File: config.mk
export PLATFORM = sky130hd
export DESIGN_NAME = ps2_kbd_decoder
export DESIGN_NICKNAME = d
export VERILOG_FILES = /design/src/rtl/ps2_kbd_decoder.sv
export SDC_FILE = /design/constraint.sdc
export NUM_CORES = 1
export LEC_CHECK = 0
export ABC_AREA = 1
export CORE_MARGIN = 10
export CORE_UTILIZATION = 62
export DETAILED_ROUTE_END_ITERATION = 8
export PLACE_DENSITY = 0.83
export SYNTH_ARGS = -nofsm -noshare
export SYNTH_HDL_FRONTEND = slang
export SYNTH_SLANG_ARGS = --single-unit
export TNS_END_PERCENT = 10
File: constraint.sdc
create_clock -name px_clk -period 6.2 [get_ports px_clk]
set_input_delay 1.24 -clock px_clk [delete_from_list [all_inputs] [get_ports px_clk]]
set_output_delay 1.24 -clock px_clk [all_outputs]
set_load 0.05 [all_outputs]
File: src/rtl/ps2_kbd_decoder.sv
// ---------------------------------------------------------------------------
// ps2_kbd_decoder
//  PS/2 keyboard front end for the terminal. Receives scan-code-set-2 frames,
//  validates start/parity/stop and the inter-edge timeout, tracks the E0/F0
//  prefixes and the Shift/Ctrl modifiers, translates key-down events to 8-bit
//  terminal codes and queues them in a FIFO drained over valid/ready.
//
//  Ports
//   px_clk     in   1  system clock, all logic on posedge
//   clr        in   1  asynchronous reset, active-high
//   ps2_clk    in   1  raw PS/2 clock (asynchronous)
//   ps2_data   in   1  raw PS/2 data (asynchronous)
//   key_data   out  8  FIFO head code, valid while key_valid=1
//   key_valid  out  1  FIFO not empty
//   key_ready  in   1  consumer accepts head when key_valid & key_ready
//   shift      out  1  left or right Shift held
//   ctrl       out  1  left or right Ctrl held
//   frame_err  out  1  one-cycle pulse on bad parity, bad stop bit or timeout
//   overflow   out  1  sticky, a code was dropped on a full FIFO
//   ovf_clr    in   1  synchronous clear of overflow (wins over a new drop)
//
//  Latency: the stop bit is seen in cycle N, the byte is translated in N+1,
//  written to the FIFO at the end of N+2 and visible on key_valid in N+3.
// ---------------------------------------------------------------------------
module ps2_kbd_decoder #(
    parameter int SYNC_STAGES = 2,
    parameter int FIFO_DEPTH  = 8,
    parameter int TIMEOUT     = 32768
) (
    input  logic       px_clk,
    input  logic       clr,
    input  logic       ps2_clk,
    input  logic       ps2_data,
    output logic [7:0] key_data,
    output logic       key_valid,
    input  logic       key_ready,
    output logic       shift,
    output logic       ctrl,
    output logic       frame_err,
    output logic       overflow,
    input  logic       ovf_clr
);

    localparam int PW = $clog2(FIFO_DEPTH);
    localparam int CW = PW + 1;
    localparam int TW = $clog2(TIMEOUT + 1);

    typedef enum logic [1:0] {
        ST_IDLE   = 2'd0,
        ST_DATA   = 2'd1,
        ST_PARITY = 2'd2,
        ST_STOP   = 2'd3
    } state_t;

    // -----------------------------------------------------------------------
    // Scan code translation helpers
    // -----------------------------------------------------------------------

    // US layout, returns {hit, unshifted glyph, shifted glyph}
    function automatic logic [16:0] us_xlate(input logic [7:0] sc);
        case (sc)
            8'h1C: us_xlate = {1'b1, 8'h61, 8'h41};  // a
            8'h32: us_xlate = {1'b1, 8'h62, 8'h42};  // b
            8'h21: us_xlate = {1'b1, 8'h63, 8'h43};  // c
            8'h23: us_xlate = {1'b1, 8'h64, 8'h44};  // d
            8'h24: us_xlate = {1'b1, 8'h65, 8'h45};  // e
            8'h2B: us_xlate = {1'b1, 8'h66, 8'h46};  // f
            8'h34: us_xlate = {1'b1, 8'h67, 8'h47};  // g
            8'h33: us_xlate = {1'b1, 8'h68, 8'h48};  // h
            8'h43: us_xlate = {1'b1, 8'h69, 8'h49};  // i
            8'h3B: us_xlate = {1'b1, 8'h6A, 8'h4A};  // j
            8'h42: us_xlate = {1'b1, 8'h6B, 8'h4B};  // k
            8'h4B: us_xlate = {1'b1, 8'h6C, 8'h4C};  // l
            8'h3A: us_xlate = {1'b1, 8'h6D, 8'h4D};  // m
            8'h31: us_xlate = {1'b1, 8'h6E, 8'h4E};  // n
            8'h44: us_xlate = {1'b1, 8'h6F, 8'h4F};  // o
            8'h4D: us_xlate = {1'b1, 8'h70, 8'h50};  // p
            8'h15: us_xlate = {1'b1, 8'h71, 8'h51};  // q
            8'h2D: us_xlate = {1'b1, 8'h72, 8'h52};  // r
            8'h1B: us_xlate = {1'b1, 8'h73, 8'h53};  // s
            8'h2C: us_xlate = {1'b1, 8'h74, 8'h54};  // t
            8'h3C: us_xlate = {1'b1, 8'h75, 8'h55};  // u
            8'h2A: us_xlate = {1'b1, 8'h76, 8'h56};  // v
            8'h1D: us_xlate = {1'b1, 8'h77, 8'h57};  // w
            8'h22: us_xlate = {1'b1, 8'h78, 8'h58};  // x
            8'h35: us_xlate = {1'b1, 8'h79, 8'h59};  // y
            8'h1A: us_xlate = {1'b1, 8'h7A, 8'h5A};  // z
            8'h16: us_xlate = {1'b1, 8'h31, 8'h21};  // 1 !
            8'h1E: us_xlate = {1'b1, 8'h32, 8'h40};  // 2 @
            8'h26: us_xlate = {1'b1, 8'h33, 8'h23};  // 3 #
            8'h25: us_xlate = {1'b1, 8'h34, 8'h24};  // 4 $
            8'h2E: us_xlate = {1'b1, 8'h35, 8'h25};  // 5 %
            8'h36: us_xlate = {1'b1, 8'h36, 8'h5E};  // 6 ^
            8'h3D: us_xlate = {1'b1, 8'h37, 8'h26};  // 7 &
            8'h3E: us_xlate = {1'b1, 8'h38, 8'h2A};  // 8 *
            8'h46: us_xlate = {1'b1, 8'h39, 8'h28};  // 9 (
            8'h45: us_xlate = {1'b1, 8'h30, 8'h29};  // 0 )
            8'h0E: us_xlate = {1'b1, 8'h60, 8'h7E};  // ` ~
            8'h4E: us_xlate = {1'b1, 8'h2D, 8'h5F};  // - _
            8'h55: us_xlate = {1'b1, 8'h3D, 8'h2B};  // = +
            8'h54: us_xlate = {1'b1, 8'h5B, 8'h7B};  // [ {
            8'h5B: us_xlate = {1'b1, 8'h5D, 8'h7D};  // ] }
            8'h5D: us_xlate = {1'b1, 8'h5C, 8'h7C};  // backslash |
            8'h4C: us_xlate = {1'b1, 8'h3B, 8'h3A};  // ; :
            8'h52: us_xlate = {1'b1, 8'h27, 8'h22};  // quote, double quote
            8'h41: us_xlate = {1'b1, 8'h2C, 8'h3C};  // , <
            8'h49: us_xlate = {1'b1, 8'h2E, 8'h3E};  // . >
            8'h4A: us_xlate = {1'b1, 8'h2F, 8'h3F};  // / ?
            8'h5A: us_xlate = {1'b1, 8'h0D, 8'h0D};  // Enter
            8'h66: us_xlate = {1'b1, 8'h08, 8'h08};  // Backspace
            8'h0D: us_xlate = {1'b1, 8'h09, 8'h09};  // Tab
            8'h76: us_xlate = {1'b1, 8'h1B, 8'h1B};  // Esc
            8'h29: us_xlate = {1'b1, 8'h20, 8'h20};  // Space
            default: us_xlate = {1'b0, 8'h00, 8'h00};
        endcase
    endfunction

    // E0-prefixed cursor keys, returns {hit, code}
    function automatic logic [8:0] ext_xlate(input logic [7:0] sc);
        case (sc)
            8'h75:   ext_xlate = {1'b1, 8'h80};  // up
            8'h72:   ext_xlate = {1'b1, 8'h81};  // down
            8'h6B:   ext_xlate = {1'b1, 8'h82};  // left
            8'h74:   ext_xlate = {1'b1, 8'h83};  // right
            default: ext_xlate = {1'b0, 8'h00};
        endcase
    endfunction

    // Ctrl beats Shift; Ctrl+letter is the uppercase letter masked to 5 bits,
    // which equals the lowercase glyph masked the same way.
    function automatic logic [7:0] apply_mods(input logic [7:0] plain,
                                              input logic [7:0] shifted,
                                              input logic       sh,
                                              input logic       ct);
        if (ct && (plain >= 8'h61) && (plain <= 8'h7A)) begin
            apply_mods = plain & 8'h1F;
        end else if (sh) begin
            apply_mods = shifted;
        end else begin
            apply_mods = plain;
        end
    endfunction

    // -----------------------------------------------------------------------
    // Input synchronisers and falling-edge detect
    // -----------------------------------------------------------------------
    logic [SYNC_STAGES-1:0] clk_sync_r;
    logic [SYNC_STAGES-1:0] dat_sync_r;
    logic                   clk_prev_r;
    logic                   fall_s;
    logic                   bit_s;

    // Synchronise both PS/2 lines; reset to the idle-high bus level
    always_ff @(posedge px_clk or posedge clr) begin
        if (clr) begin
            clk_sync_r <= '1;
            dat_sync_r <= '1;
            clk_prev_r <= 1'b1;
        end else begin
            clk_sync_r <= {clk_sync_r[SYNC_STAGES-2:0], ps2_clk};
            dat_sync_r <= {dat_sync_r[SYNC_STAGES-2:0], ps2_data};
            clk_prev_r <= clk_sync_r[SYNC_STAGES-1];
        end
    end

    assign fall_s = clk_prev_r & ~clk_sync_r[SYNC_STAGES-1];
    assign bit_s  = dat_sync_r[SYNC_STAGES-1];

    // -----------------------------------------------------------------------
    // Frame receiver
    // -----------------------------------------------------------------------
    state_t        state_r;
    state_t        state_s;
    logic [2:0]    bit_cnt_r;
    logic [7:0]    shreg_r;
    logic          parity_r;
    logic [TW-1:0] tmo_cnt_r;
    logic          timeout_s;
    logic          stop_ok_s;
    logic          good_s;
    logic          bad_s;
    logic [7:0]    byte_r;
    logic          byte_stb_r;
    logic          frame_err_r;

    // Frame FSM next state plus good/bad frame classification
    always_comb begin
        state_s   = state_r;
        timeout_s = (state_r != ST_IDLE) && !fall_s && (tmo_cnt_r == TW'(TIMEOUT - 1));
        stop_ok_s = bit_s & (^{shreg_r, parity_r});
        good_s    = 1'b0;
        bad_s     = timeout_s;
        case (state_r)
            ST_IDLE: begin
                if (fall_s && !bit_s) begin
                    state_s = ST_DATA;
                end else begin
                    state_s = ST_IDLE;
                end
            end
            ST_DATA: begin
                if (timeout_s) begin
                    state_s = ST_IDLE;
                end else if (fall_s && (bit_cnt_r == 3'd7)) begin
                    state_s = ST_PARITY;
                end else begin
                    state_s = ST_DATA;
                end
            end
            ST_PARITY: begin
                if (timeout_s) begin
                    state_s = ST_IDLE;
                end else if (fall_s) begin
                    state_s = ST_STOP;
                end else begin
                    state_s = ST_PARITY;
                end
            end
            ST_STOP: begin
                if (timeout_s) begin
                    state_s = ST_IDLE;
                end else if (fall_s) begin
                    state_s = ST_IDLE;
                    good_s  = stop_ok_s;
                    bad_s   = !stop_ok_s;
                end else begin
                    state_s = ST_STOP;
                end
            end
            default: begin
                state_s = ST_IDLE;
            end
        endcase
    end

    // Frame FSM state register, bit shifter, timeout counter, byte strobe
    always_ff @(posedge px_clk or posedge clr) begin
        if (clr) begin
            state_r     <= ST_IDLE;
            bit_cnt_r   <= 3'd0;
            shreg_r     <= 8'h00;
            parity_r    <= 1'b0;
            tmo_cnt_r   <= '0;
            byte_r      <= 8'h00;
            byte_stb_r  <= 1'b0;
            frame_err_r <= 1'b0;
        end else begin
            state_r <= state_s;
            if (state_r == ST_IDLE) begin
                bit_cnt_r <= 3'd0;
            end else if ((state_r == ST_DATA) && fall_s) begin
                bit_cnt_r <= bit_cnt_r + 3'd1;
            end else begin
                bit_cnt_r <= bit_cnt_r;
            end
            if ((state_r == ST_DATA) && fall_s) begin
                shreg_r <= {bit_s, shreg_r[7:1]};
            end else begin
                shreg_r <= shreg_r;
            end
            if ((state_r == ST_PARITY) && fall_s) begin
                parity_r <= bit_s;
            end else begin
                parity_r <= parity_r;
            end
            // Reloads on every fall; only counts while a frame is open
            if (fall_s || (state_r == ST_IDLE)) begin
                tmo_cnt_r <= '0;
            end else begin
                tmo_cnt_r <= tmo_cnt_r + TW'(1);
            end
            if (good_s) begin
                byte_r <= shreg_r;
            end else begin
                byte_r <= byte_r;
            end
            byte_stb_r  <= good_s;
            frame_err_r <= bad_s;
        end
    end

    // -----------------------------------------------------------------------
    // Prefix / modifier tracking and translation
    // -----------------------------------------------------------------------
    logic        ext_r, brk_r, lsh_r, rsh_r, lct_r, rct_r;
    logic        ext_s, brk_s, lsh_s, rsh_s, lct_s, rct_s;
    logic        shift_r, ctrl_r;
    logic        push_s;
    logic [7:0]  code_s;
    logic        push_r;
    logic [7:0]  push_code_r;
    logic [16:0] us_s;
    logic [8:0]  ex_s;

    assign us_s = us_xlate(byte_r);
    assign ex_s = ext_xlate(byte_r);

    // Decode one received byte against the current prefix and modifier state
    always_comb begin
        ext_s  = ext_r;
        brk_s  = brk_r;
        lsh_s  = lsh_r;
        rsh_s  = rsh_r;
        lct_s  = lct_r;
        rct_s  = rct_r;
        push_s = 1'b0;
        code_s = 8'h00;
        if (byte_stb_r) begin
            if (byte_r == 8'hE0) begin
                ext_s = 1'b1;
            end else if (byte_r == 8'hF0) begin
                brk_s = 1'b1;
            end else begin
                ext_s = 1'b0;
                brk_s = 1'b0;
                if (ext_r) begin
                    if (byte_r == 8'h14) begin
                        rct_s = !brk_r;
                    end else if (!brk_r) begin
                        push_s = ex_s[8];
                        code_s = ex_s[7:0];
                    end else begin
                        push_s = 1'b0;
                    end
                end else begin
                    case (byte_r)
                        8'h12: lsh_s = !brk_r;
                        8'h59: rsh_s = !brk_r;
                        8'h14: lct_s = !brk_r;
                        default: begin
                            if (!brk_r) begin
                                push_s = us_s[16];
                                code_s = apply_mods(us_s[15:8], us_s[7:0], shift_r, ctrl_r);
                            end else begin
                                push_s = 1'b0;
                            end
                        end
                    endcase
                end
            end
        end else begin
            push_s = 1'b0;
        end
    end

    // Register decoder state and the pending FIFO write
    always_ff @(posedge px_clk or posedge clr) begin
        if (clr) begin
            ext_r       <= 1'b0;
            brk_r       <= 1'b0;
            lsh_r       <= 1'b0;
            rsh_r       <= 1'b0;
            lct_r       <= 1'b0;
            rct_r       <= 1'b0;
            shift_r     <= 1'b0;
            ctrl_r      <= 1'b0;
            push_r      <= 1'b0;
            push_code_r <= 8'h00;
        end else begin
            ext_r       <= ext_s;
            brk_r       <= brk_s;
            lsh_r       <= lsh_s;
            rsh_r       <= rsh_s;
            lct_r       <= lct_s;
            rct_r       <= rct_s;
            shift_r     <= lsh_s | rsh_s;
            ctrl_r      <= lct_s | rct_s;
            push_r      <= push_s;
            push_code_r <= code_s;
        end
    end

    // -----------------------------------------------------------------------
    // Output FIFO with registered head
    // -----------------------------------------------------------------------
    logic [7:0]    mem_r [FIFO_DEPTH];
    logic [PW-1:0] wr_ptr_r, rd_ptr_r;
    logic [CW-1:0] count_r, count_s;
    logic [7:0]    key_data_r, head_s;
    logic          key_valid_r;
    logic          overflow_r;
    logic          pop_s, full_s, wr_en_s, drop_s;

    assign pop_s   = key_valid_r & key_ready;
    assign full_s  = (count_r == CW'(FIFO_DEPTH));
    assign wr_en_s = push_r & (!full_s | pop_s);
    assign drop_s  = push_r & full_s & !pop_s;

    // Next occupancy and next head value (bypass when the write becomes head)
    always_comb begin
        case ({wr_en_s, pop_s})
            2'b10:   count_s = count_r + CW'(1);
            2'b01:   count_s = count_r - CW'(1);
            default: count_s = count_r;
        endcase
        if (pop_s) begin
            if (count_r > CW'(1)) begin
                head_s = mem_r[rd_ptr_r + PW'(1)];
            end else if (wr_en_s) begin
                head_s = push_code_r;
            end else begin
                head_s = key_data_r;
            end
        end else if ((count_r == CW'(0)) && wr_en_s) begin
            head_s = push_code_r;
        end else begin
            head_s = key_data_r;
        end
    end

    // FIFO storage, pointers, head/valid registers and sticky overflow
    always_ff @(posedge px_clk or posedge clr) begin
        if (clr) begin
            for (int i = 0; i < FIFO_DEPTH; i++) begin
                mem_r[i] <= 8'h00;
            end
            wr_ptr_r    <= '0;
            rd_ptr_r    <= '0;
            count_r     <= '0;
            key_data_r  <= 8'h00;
            key_valid_r <= 1'b0;
            overflow_r  <= 1'b0;
        end else begin
            if (wr_en_s) begin
                mem_r[wr_ptr_r] <= push_code_r;
                wr_ptr_r        <= wr_ptr_r + PW'(1);
            end else begin
                wr_ptr_r <= wr_ptr_r;
            end
            if (pop_s) begin
                rd_ptr_r <= rd_ptr_r + PW'(1);
            end else begin
                rd_ptr_r <= rd_ptr_r;
            end
            count_r     <= count_s;
            key_data_r  <= head_s;
            key_valid_r <= (count_s != CW'(0));
            if (ovf_clr) begin
                overflow_r <= 1'b0;
            end else if (drop_s) begin
                overflow_r <= 1'b1;
            end else begin
                overflow_r <= overflow_r;
            end
        end
    end

    assign key_data  = key_data_r;
    assign key_valid = key_valid_r;
    assign shift     = shift_r;
    assign ctrl      = ctrl_r;
    assign frame_err = frame_err_r;
    assign overflow  = overflow_r;

endmodule

==> results by group <==
Synth
  – Top cells by area, synth: dfrtp_1 (44%), nand2_1 (11%), o21ai_0 (8.4%)
  – Avg Cell Area, Syn: 7.94 um^2
  – Netlist cell types: 49
  – Cells after Synth: 1,005
  – Cell accounting for the most synthesized area: dfrtp_1
  – Mapped cell area: 7980 um^2
  – Flops & latches, synth: 146
  – Post-synthesis sequential area ratio: 45.9%
  – Yosys top cell area share: 44.2%
  – Post-Synthesis Net Count: 1,030
  – Synth warnings: 0

Final layout
  – Fin cells: 1,197
  – Commonest cells after routing, fill and taps aside: nand2_1 (239), dfrtp_1 (141), o21ai_0 (134)
  – ANT cells: 0
  – Commonest non-fill, non-tap cell in the layout: nand2_1
  – Ratio of cells with drive above 1 in the final layout: 8.20%
  – Nets: 1,037
  – Fillers: 1,033
  – Area Overhead vs Synth: 10.2%

Status
  – Status: finished, final reports clean

Critical path
  – CP peak stage delay: 540 ps
  – Critical Path Sink Type: register
  – Worst Path Max Fanout: 12
  – CP top delay family: simple AND/OR/NAND/NOR gates
  – Arrival @ worst endpoint: 3520 ps
  – Buf+Inv Stages, Crit Path: 2
  – RR Endpoint: push_code_r[2]
  – Reg2reg path depth: 14
  – Critical path required time: 6500 ps
  – RR Startpoint: byte_r[2]
  – CP Class: primary input to register
  – FF-to-FF setup slack: 3340 ps
  – Worst path cell trace: clkdlybuf4s50_1 > nand2_1 > nand4_1 > nand2_1 > inv_1 > ha_1 > o2bb2ai_1 > nand2_1 > o21ai_0 > or4_1
  – Crit-path most repeated cell: nand2_1
  – Slowest CP cell: or4_1
  – Worst Setup Start Kind: primary input

Timing
  – RSZ-0062 raised after global routing: false
  – Hold Vio Cnt, Final: 0
  – Fin crit share: 52.0%
  – Final setup fails: 0
  – Max Fclk: 310 MHz
  – Fin crit period: 3220 ps
  – Slew Limit Fails: 0
  – Worst-margin pin slew: 971 ps
  – Worst clock skew: 11.1 ps
  – Setup TNS Final: 0 ps
  – Slew headroom: 35.3%

Die
  – Full die area: 17,800 um^2
  – Width of the chip: 133 um
  – # IOs: 19
  – # rows: 41
  – Core area: 12,600 um^2
  – Height of the die: 133 um
  – Initial Util: 63.2%

Clocking
  – Root Buffer: clkbuf_16
  – Clock Latency Late Sink: 430 ps
  – Post-cts sizing count: 0
  – Setup bufs post-CTS: 0
  – CTS Sinks: 146
  – Num CTS Buffers: 17
  – Clock buffer depth: 2
  – CTS tree: done
  – Clk slew on worst S/H paths: 60 ps
  – Cts hold-fix bufs: 0
  – H-tree levels: 4

Flow run
  – Max cap viols: 0

Global routing
  – First-pass GRT wire length: 33,700 um
  – GRT Total Usage: 23.1%
  – GRT overflow: 0
  – Vias in the first global route: 6,757
  – Largest net degree at the start of global routing: 90
  – Initial antenna violation count: 0

Route
  – Routed Antenna Nets: 0
  – Initial DRT Pass Iterations: 8
  – Drc violations: 0
  – Via density: 5.87
  – Routed wire length per instance: 16.8 um
  – 1st-iter DRT viols: 742
  – Vias: 7,023
  – WL final: 20,100 um

Pwr
  – Pwr/cell area: 341 nW/um^2
  – Leakage power: 4.11 nW
  – Pwr Total: 3.00 mW
  – Worst vdd ir: 249 uV

Hold path
  – Min-Delay Path Depth: 0
  – Worst Hold Endpoint: clk_sync_r[1]
  – Hold WC Path Type: register to register
  – Hold path start: clk_sync_r[0]

Place
  – IO buf count: 18
  – Placed cell count: 1,165
  – Placer Congestion: 1.00
  – DP Wirelength: 13,500 um
-- flip-flops by register name (all words and copies together) (netlist names), 3 cells and up --
signal / count
tmo_cnt_r: 16
byte_r: 8
rd_ptr_r: 3
key_data: 8
count_r: 4
wr_ptr_r: 3
mem_r: 64
bit_cnt_r: 3
shreg_r: 8
push_code_r: 8
-- power by group --
part	switching (mW)	internal (mW)	total, mW	leakage, nW
combinational	0.604	0.312	0.916	1.86
sequential	0.0799	1.04	1.12	1.98
clock	0.403	0.554	0.957	0.266
total	1.09	1.91	3.00	4.11
-- metrics by stage --
step           util (%)  instance area (um^2)  worst slack (ps)  hold WS (ps)
3_3_place_gp       65.3                  8240              2620           345
5_1_grt            69.6                  8790              2740           363
2_1_floorplan         -                  7980              1050           345
6_report           69.6                  8790              2980           358
4_1_cts            69.6                  8790              2970           360
3_5_place_dp       65.3                  8240              2530           352
-- metal layers --
layer,wire length (um),vias up,GRT usage [%]
li1,-,3390,-
met1,8550,3287,29.1
met2,9550,283,36.8
met3,1160,63,4.40
met4,830,0,12.3
met5,0,-,0
-- layout make-up --
cell class                 count  area, um^2  share of cell area [%]
multi-input combinational    728        3780                    43.1
inverter                      96         365                    4.16
sequential                   146        3660                    41.7
timing repair buffer          23         218                    2.48
clock inverter                11         105                    1.20
clock buffer                  21         440                    5.01
tap                          172         215                    2.45
-- how the worst max path moves through the flow --
stage | endpoint | depth (start not counted) | slack [ps] | start
2_1_floorplan | bit_cnt_r[0] | 1 | 1050 | clr
3_5_place_dp | key_valid | 10 | 2530 | key_ready
5_1_grt | mem_r[30] | 7 | 2740 | key_ready
4_1_cts | key_valid | 10 | 2970 | key_ready
3_3_place_gp | key_valid | 10 | 2620 | key_ready
6_report | key_valid | 10 | 2980 | key_ready
-- synth_stat cells, drive strengths merged --
| cell | number |
|---|---|
| a211oi | 2 |
| a21o | 1 |
| a21oi | 30 |
| a22oi | 1 |
| a311oi | 1 |
| a31oi | 5 |
| a32o | 2 |
| and3 | 1 |
| buf | 13 |
| clkbuf | 22 |
| clkinv | 1 |
| dfrtp | 141 |
| dfstp | 5 |
| ha | 19 |
| inv | 95 |
| mux2 | 8 |
| mux2i | 11 |
| nand2 | 255 |
| nand3 | 57 |
| nand3b | 1 |
| nand4 | 20 |
| nor2 | 99 |
| nor3 | 14 |
| nor3b | 1 |
| nor4 | 2 |
| o2111ai | 2 |
| o211ai | 14 |
| o21a | 1 |
| o21ai | 140 |
| o221ai | 10 |
| o2bb2ai | 1 |
| o311ai | 2 |
| o31ai | 1 |
| o32ai | 9 |
| or2 | 3 |
| or4 | 1 |
| xnor2 | 6 |
| xor2 | 8 |
-- logic make-up after synthesis --
logic type | after synthesis | share of synthesized area [%]
AND/OR/NAND/NOR | 454 | 24.4
AO/OA/AOI/OAI | 222 | 16.0
flip-flops | 146 | 45.9
buffers and inverters | 131 | 6.68
multiplexers | 19 | 2.51
adder cells (fa/ha/maj) | 19 | 2.98
XOR/XNOR | 14 | 1.54
Power figures use the tool's default switching activity.
